<file path="config.mk">
export PLATFORM = sky130hd
export DESIGN_NAME = rom_fetch_arbiter
export DESIGN_NICKNAME = d
export VERILOG_FILES = /design/src/rtl/rom_fetch_arbiter.sv
export SDC_FILE = /design/constraint.sdc
export NUM_CORES = 1
export LEC_CHECK = 0
export BUFFER_PORTS_ARGS = -buffer_cell sky130_fd_sc_hd__buf_2
export CORE_MARGIN = 2
export CORE_UTILIZATION = 30
export CTS_BUF_LIST = sky130_fd_sc_hd__clkbuf_4 sky130_fd_sc_hd__clkbuf_8 sky130_fd_sc_hd__clkbuf_16
export CTS_CLUSTER_DIAMETER = 200
export CTS_CLUSTER_SIZE = 12
export DETAILED_ROUTE_END_ITERATION = 10
export GPL_ROUTABILITY_DRIVEN = 0
export PLACE_DENSITY_LB_ADDON = 0.1
export SETUP_SLACK_MARGIN = 0.4
export SYNTH_ARGS = -nofsm -noshare
export SYNTH_HDL_FRONTEND = slang
export SYNTH_SLANG_ARGS = --single-unit
</file>
<file path="constraint.sdc">
create_clock -name clk -period 4 [get_ports clk]
set_clock_uncertainty 0.05 [all_clocks]
set_input_delay 1 -clock clk [delete_from_list [all_inputs] [get_ports clk]]
set_output_delay 1 -clock clk [all_outputs]
set_load 0.02 [all_outputs]
</file>
<file path="src/rtl/rom_fetch_arbiter.sv">
// Shares one SDRAM read port between the 68000 program ROM, the Z80 program ROM and the
// uPD7759 sample ROM, with round-robin arbitration and a one-word cache per requester.
module rom_fetch_arbiter #(
  parameter logic [21:0] M68K_BASE = 22'h000000,
  parameter logic [21:0] Z80_BASE  = 22'h020000,
  parameter logic [21:0] SMP_BASE  = 22'h028000
) (
  input  logic        clk,
  input  logic        reset_n,
  input  logic        m68k_rom_cs,
  input  logic [16:0] m68k_a,
  output logic [15:0] m68k_dout,
  output logic        m68k_ok,
  input  logic        z80_rom_cs,
  input  logic [15:0] z80_addr,
  output logic [7:0]  z80_dout,
  output logic        z80_ok,
  input  logic        smp_rd,
  input  logic [16:0] smp_addr,
  output logic [7:0]  smp_dout,
  output logic        smp_ok,
  output logic        sdr_req,
  output logic [21:0] sdr_addr,
  input  logic        sdr_ack,
  input  logic [15:0] sdr_data
);

  // SDRAM handshake: sdr_req rises with sdr_addr and both stay stable until the one-cycle
  // sdr_ack; sdr_req drops on the ack edge, and an ack seen while idle is ignored.
  typedef enum logic {ST_IDLE, ST_WAIT} state_t;

  state_t      state;
  logic [1:0]  grant, ptr, gsel, cand;
  logic        found;
  logic [21:0] gsel_addr;

  logic        m68k_cs_q, m68k_pend, m68k_cv;
  logic [16:0] m68k_a_q;
  logic [21:0] m68k_req_addr, m68k_ca;
  logic [15:0] m68k_cd;
  logic        z80_cs_q, z80_pend, z80_cv;
  logic [15:0] z80_a_q;
  logic [21:0] z80_req_addr, z80_ca;
  logic [15:0] z80_cd;
  logic        smp_pend, smp_cv, smp_sel;
  logic [21:0] smp_req_addr, smp_ca;
  logic [15:0] smp_cd;

  function automatic logic [1:0] rr_next(input logic [1:0] p);
    return (p == 2'd2) ? 2'd0 : p + 2'd1;
  endfunction

  function automatic logic pend_of(input logic [1:0] p, input logic [2:0] v);
    case (p)
      2'd0:    return v[0];
      2'd1:    return v[1];
      default: return v[2];
    endcase
  endfunction

  function automatic logic [7:0] pick(input logic [15:0] w, input logic hi);
    return hi ? w[15:8] : w[7:0];
  endfunction

  wire [21:0] m68k_wa = M68K_BASE + {5'd0, m68k_a};
  wire [21:0] z80_wa  = Z80_BASE + {7'd0, z80_addr[15:1]};
  wire [21:0] smp_wa  = SMP_BASE + {6'd0, smp_addr[16:1]};

  wire m68k_ev = m68k_rom_cs && (!m68k_cs_q || m68k_a != m68k_a_q);
  wire z80_ev  = z80_rom_cs && (!z80_cs_q || z80_addr != z80_a_q);

  wire in_ack   = (state == ST_WAIT) && sdr_ack;
  wire m68k_ack = in_ack && grant == 2'd0;
  wire z80_ack  = in_ack && grant == 2'd1;
  wire smp_ack  = in_ack && grant == 2'd2;

  // A word arriving on this very edge counts as cached for a request made on the same edge.
  wire m68k_fill = m68k_ack && sdr_addr == m68k_wa;
  wire z80_fill  = z80_ack && sdr_addr == z80_wa;
  wire smp_fill  = smp_ack && sdr_addr == smp_wa;
  wire m68k_hit  = m68k_fill || (m68k_cv && m68k_ca == m68k_wa);
  wire z80_hit   = z80_fill || (z80_cv && z80_ca == z80_wa);
  wire smp_hit   = smp_fill || (smp_cv && smp_ca == smp_wa);
  wire [15:0] m68k_hd = m68k_fill ? sdr_data : m68k_cd;
  wire [15:0] z80_hd  = z80_fill ? sdr_data : z80_cd;
  wire [15:0] smp_hd  = smp_fill ? sdr_data : smp_cd;

  always_comb begin
    cand  = ptr;
    gsel  = ptr;
    found = 1'b0;
    for (int i = 0; i < 3; i++) begin
      if (!found && pend_of(cand, {smp_pend, z80_pend, m68k_pend})) begin
        found = 1'b1;
        gsel  = cand;
      end
      cand = rr_next(cand);
    end
  end

  always_comb begin
    case (gsel)
      2'd0:    gsel_addr = m68k_req_addr;
      2'd1:    gsel_addr = z80_req_addr;
      default: gsel_addr = smp_req_addr;
    endcase
  end

  always_ff @(posedge clk or negedge reset_n) begin
    if (!reset_n) begin
      state    <= ST_IDLE;
      grant    <= 2'd0;
      ptr      <= 2'd0;
      sdr_req  <= 1'b0;
      sdr_addr <= '0;
    end else begin
      case (state)
        ST_IDLE: if (found) begin
          grant    <= gsel;
          sdr_addr <= gsel_addr;
          sdr_req  <= 1'b1;
          state    <= ST_WAIT;
        end
        ST_WAIT: if (sdr_ack) begin
          sdr_req <= 1'b0;
          ptr     <= rr_next(grant);
          state   <= ST_IDLE;
        end
        default: state <= ST_IDLE;
      endcase
    end
  end

  always_ff @(posedge clk or negedge reset_n) begin
    if (!reset_n) begin
      m68k_cs_q <= 1'b0; m68k_a_q <= '0; m68k_pend <= 1'b0; m68k_req_addr <= '0;
      m68k_cv <= 1'b0; m68k_ca <= '0; m68k_cd <= '0; m68k_ok <= 1'b0; m68k_dout <= '0;
    end else begin
      m68k_cs_q <= m68k_rom_cs;
      m68k_a_q  <= m68k_a;
      if (m68k_ack) begin
        m68k_cv <= 1'b1; m68k_ca <= sdr_addr; m68k_cd <= sdr_data;
      end
      if (m68k_ev) begin
        m68k_ok   <= m68k_hit;
        m68k_pend <= !m68k_hit;
        if (m68k_hit) m68k_dout <= m68k_hd;
        else m68k_req_addr <= m68k_wa;
      end else if (m68k_ack) begin
        if (m68k_req_addr == sdr_addr) m68k_pend <= 1'b0;
        if (m68k_rom_cs && m68k_wa == sdr_addr) begin
          m68k_ok <= 1'b1; m68k_dout <= sdr_data;
        end else if (!m68k_rom_cs) m68k_ok <= 1'b0;
      end else if (!m68k_rom_cs) m68k_ok <= 1'b0;
    end
  end

  always_ff @(posedge clk or negedge reset_n) begin
    if (!reset_n) begin
      z80_cs_q <= 1'b0; z80_a_q <= '0; z80_pend <= 1'b0; z80_req_addr <= '0;
      z80_cv <= 1'b0; z80_ca <= '0; z80_cd <= '0; z80_ok <= 1'b0; z80_dout <= '0;
    end else begin
      z80_cs_q <= z80_rom_cs;
      z80_a_q  <= z80_addr;
      if (z80_ack) begin
        z80_cv <= 1'b1; z80_ca <= sdr_addr; z80_cd <= sdr_data;
      end
      if (z80_ev) begin
        z80_ok   <= z80_hit;
        z80_pend <= !z80_hit;
        if (z80_hit) z80_dout <= pick(z80_hd, z80_addr[0]);
        else z80_req_addr <= z80_wa;
      end else if (z80_ack) begin
        if (z80_req_addr == sdr_addr) z80_pend <= 1'b0;
        if (z80_rom_cs && z80_wa == sdr_addr) begin
          z80_ok <= 1'b1; z80_dout <= pick(sdr_data, z80_addr[0]);
        end else if (!z80_rom_cs) z80_ok <= 1'b0;
      end else if (!z80_rom_cs) z80_ok <= 1'b0;
    end
  end

  // The sample port has no select to hold on to, so its byte lane is latched with the request.
  always_ff @(posedge clk or negedge reset_n) begin
    if (!reset_n) begin
      smp_pend <= 1'b0; smp_req_addr <= '0; smp_sel <= 1'b0;
      smp_cv <= 1'b0; smp_ca <= '0; smp_cd <= '0; smp_ok <= 1'b0; smp_dout <= '0;
    end else begin
      smp_ok <= 1'b0;
      if (smp_ack) begin
        smp_cv <= 1'b1; smp_ca <= sdr_addr; smp_cd <= sdr_data;
      end
      if (smp_rd) begin
        smp_pend <= !smp_hit;
        if (smp_hit) begin
          smp_ok <= 1'b1; smp_dout <= pick(smp_hd, smp_addr[0]);
        end else begin
          smp_req_addr <= smp_wa; smp_sel <= smp_addr[0];
        end
      end else if (smp_ack && smp_pend && smp_req_addr == sdr_addr) begin
        smp_pend <= 1'b0;
        smp_ok   <= 1'b1;
        smp_dout <= pick(sdr_data, smp_sel);
      end
    end
  end

endmodule

</file>
==> metrics.txt <==
flop-to-flop setup slack=1.00 ns; number of flops mapped to enable cells by yosys=0; post-cts hold buffer count=0; CP startpoint kind=primary input; Critical Path Max Stage Delay=0.53 ns; count leader, synth=dfrtp_1; GRT Residual Overflow=0; floorplan row count=74; share of layout cells above drive strength 1=31.3%; Worst EP arrival=between 3 and 4 ns; Via Count=8283; worst setup path class=primary input to flop; Final Cell Area=14400 um2; largest net degree at the start of global routing=81; Final Net Count=1255; post-CTS sizing=0; n_diodes=0; Starting Density=30.4%; drt pass-1 iters=5; io pins=130; most area-consuming cells after synthesis=dfrtp_1, mux2_2, xnor2_1, xor2_1, nand2_1; CP cell instances=buf_2, xor2_1, or4_1, nor4_1, and4b_1, nor2b_2, buf_4, mux2_2, mux2_2; Worst Max-Slew Pin Slew=0.973 ns; post-synthesis cell area=12400 um2; # DRC=0; clk sink count=254; drt initial violations=between 400 and 500; endpoints failing setup=0; clk slew on worst S/H paths=about 0.06 ns; Max-cap violations=0; DR WL/cell=22.1 um; Main synth FF type=dfrtp_1; hpwl dp=27500 um; #FFs+latches synth=between 200 and 300; chip height=208 um; first-pass GRT wire length=around 58000 um; Final Max Tran Viols=0; final hold violation count=0; Cell Area, Placed=13800 um2; Post-CTS Setup Bufs=0; worst-path maximum fanout=16; sequential-to-total area share from yosys stat=51.2%; Buffers on Ports=125; core area=40800 um2; critical path's most frequent cell=mux2_2; post-route clock period utilization=between 70% and 80%; Post-Synthesis Cells=1046; Post-Layout Cell Count=1715; Fmax achieved=333 MHz; vias in the first global route=8450; hold crit path type=flop to flop; H-Tree Depth=1; die area=~43000 um2; Synth top cells by count=dfrtp_1, nand2_1, mux2_2; Synth area leader=dfrtp_1; total routed wirelength=37900 um; outcome=finished, final reports clean; Tot GR Track Use=between 15 and 20%; Async S/R FF share, synth=100%; worst path required time=4.37 ns; setup TNS=0 ns; CP max stage cell=or4_1; IR drop worst, VDD=0.300 mV; CTS buffer count=25; synth warn=0; Slew HR=approximately a third; final worst path period need=3.01 ns; syn avg cell area=11.9 um2; Placed Cells=around 1700; Vias/cell=4.83; initial antenna violation count=2; RSZ-0062 raised after global routing=no; Crit. End Element=flop; Die Wd=208 um; deepest clock path buffer count=3; P per Cell Area=604 nW/um2; LEAKAGE=roughly 6.5 nW; Synth top area share=51.2%; CTS Root Buffer Type=clkbuf_16; Worst-Skew Late Latency=0.55 ns; CTS tree=done; Cell variety after synth=56; ANT nets after route=0; Area growth, synth to finish=16.2%
-- per-stage QoR --
step	setup slack, ns	hold slack [ns]	power, mW	util (%)
6_report	0.994	0.420	8.73	35.4
4_1_cts	0.973	0.419	8.86	35.4
2_1_floorplan	0.758	0.385	5.62	-
5_1_grt	0.836	0.444	9.29	35.4
3_3_place_gp	0.402	0.402	6.68	33.8
3_5_place_dp	0.392	0.404	6.70	33.8
-- kinds of logic after synthesis --
logic type                count (synthesis)  synth area share, %
buffers and inverters                    65                 2.78
AOI/OAI and AO/OA                        78                 3.84
xor gates and xnor gates                178                 12.5
DFF                                     254                 51.2
other                                     1               0.0302
and+or+nand+nor                         277                 10.7
muxes                                   193                 19.0
-- metal layers --
layer | wire length, um | global-route usage [%] | part of all wire (%)
met5 | 0 | 0 | 0
met2 | 16400 | 26.3 | 43
met3 | 1440 | 2.44 | 3.8
met4 | 751 | 3.42 | 2.0
met1 | 19400 | 27.3 | 51
-- critical path: cells and delay by family --
kind                      cells  cell delay (ns)
xor gates and xnor gates      1             0.18
muxes                         2             0.57
and+or+nand+nor               4             1.24
buffers and inverters         2             0.37
-- registers in the layout, summed over array words and instances (netlist names), 17 cells and up --
| signal | flops |
|---|---|
| smp_req_addr | 18 |
| m68k_req_addr | 17 |
| smp_ca | 18 |
| z80_ca | 18 |
| m68k_ca | 18 |
| m68k_a_q | 17 |
| sdr_addr | 18 |
-- worst paths after layout --
kind                                    end          from  cells after the start
min in group asynchronous      m68k_a_q[13]       reset_n                      1
min                               smp_cd[9]     smp_cd[9]                      2
max                           m68k_dout[15]    m68k_a[10]                      9
min reg2reg                       smp_cd[9]     smp_cd[9]                      2
max reg2reg                   m68k_dout[15]  sdr_addr[10]                      8
max in group asynchronous  smp_req_addr[15]       reset_n                      2
-- placed cells by master (no fill, tap or decap), types with 3 or more instances in the layout --
master     synthesis  routed
nor2b_1            4       3
clkbuf_16          0      25
nor4_1            25      25
xor2_1            85      85
dfrtp_1          254     254
buf_4              6      35
o211ai_1           3       3
mux4_2             4       4
conb_1             1       4
o22ai_1            4       4
nor3_1            11      10
mux2_4            19      19
nand4_1           27      27
o21ai_0           41      41
a21oi_1            8       7
mux2_2           146     146
nor2_1            18      18
or4_1              3       3
mux4_1             6       6
xnor2_1           93      93
nand2_1          155     155
nand2b_1           6       6
nand3_1            7       7
buf_12             1       4
nand4b_1           4       4
a222oi_1           6       6
buf_2             20     124
inv_1              8       8
mux2i_1           18      18
-- report_power, final --
group | internal, mW | switching (mW) | total (mW)
registers | 3.25 | 0.554 | 3.80
clock network | 1.11 | 0.991 | 2.10
logic | 1.29 | 1.53 | 2.83
-- area by class of cell --
class	count	area, um2
multi-input cells	730	5760
clock buffers	25	626
clock inverters	2	20.0
flip-flops and latches	254	6360
repair buffers	164	978
inverters	8	30.0
well taps	532	666
fillers	4084	26400
Power figures use the tool's default switching activity.
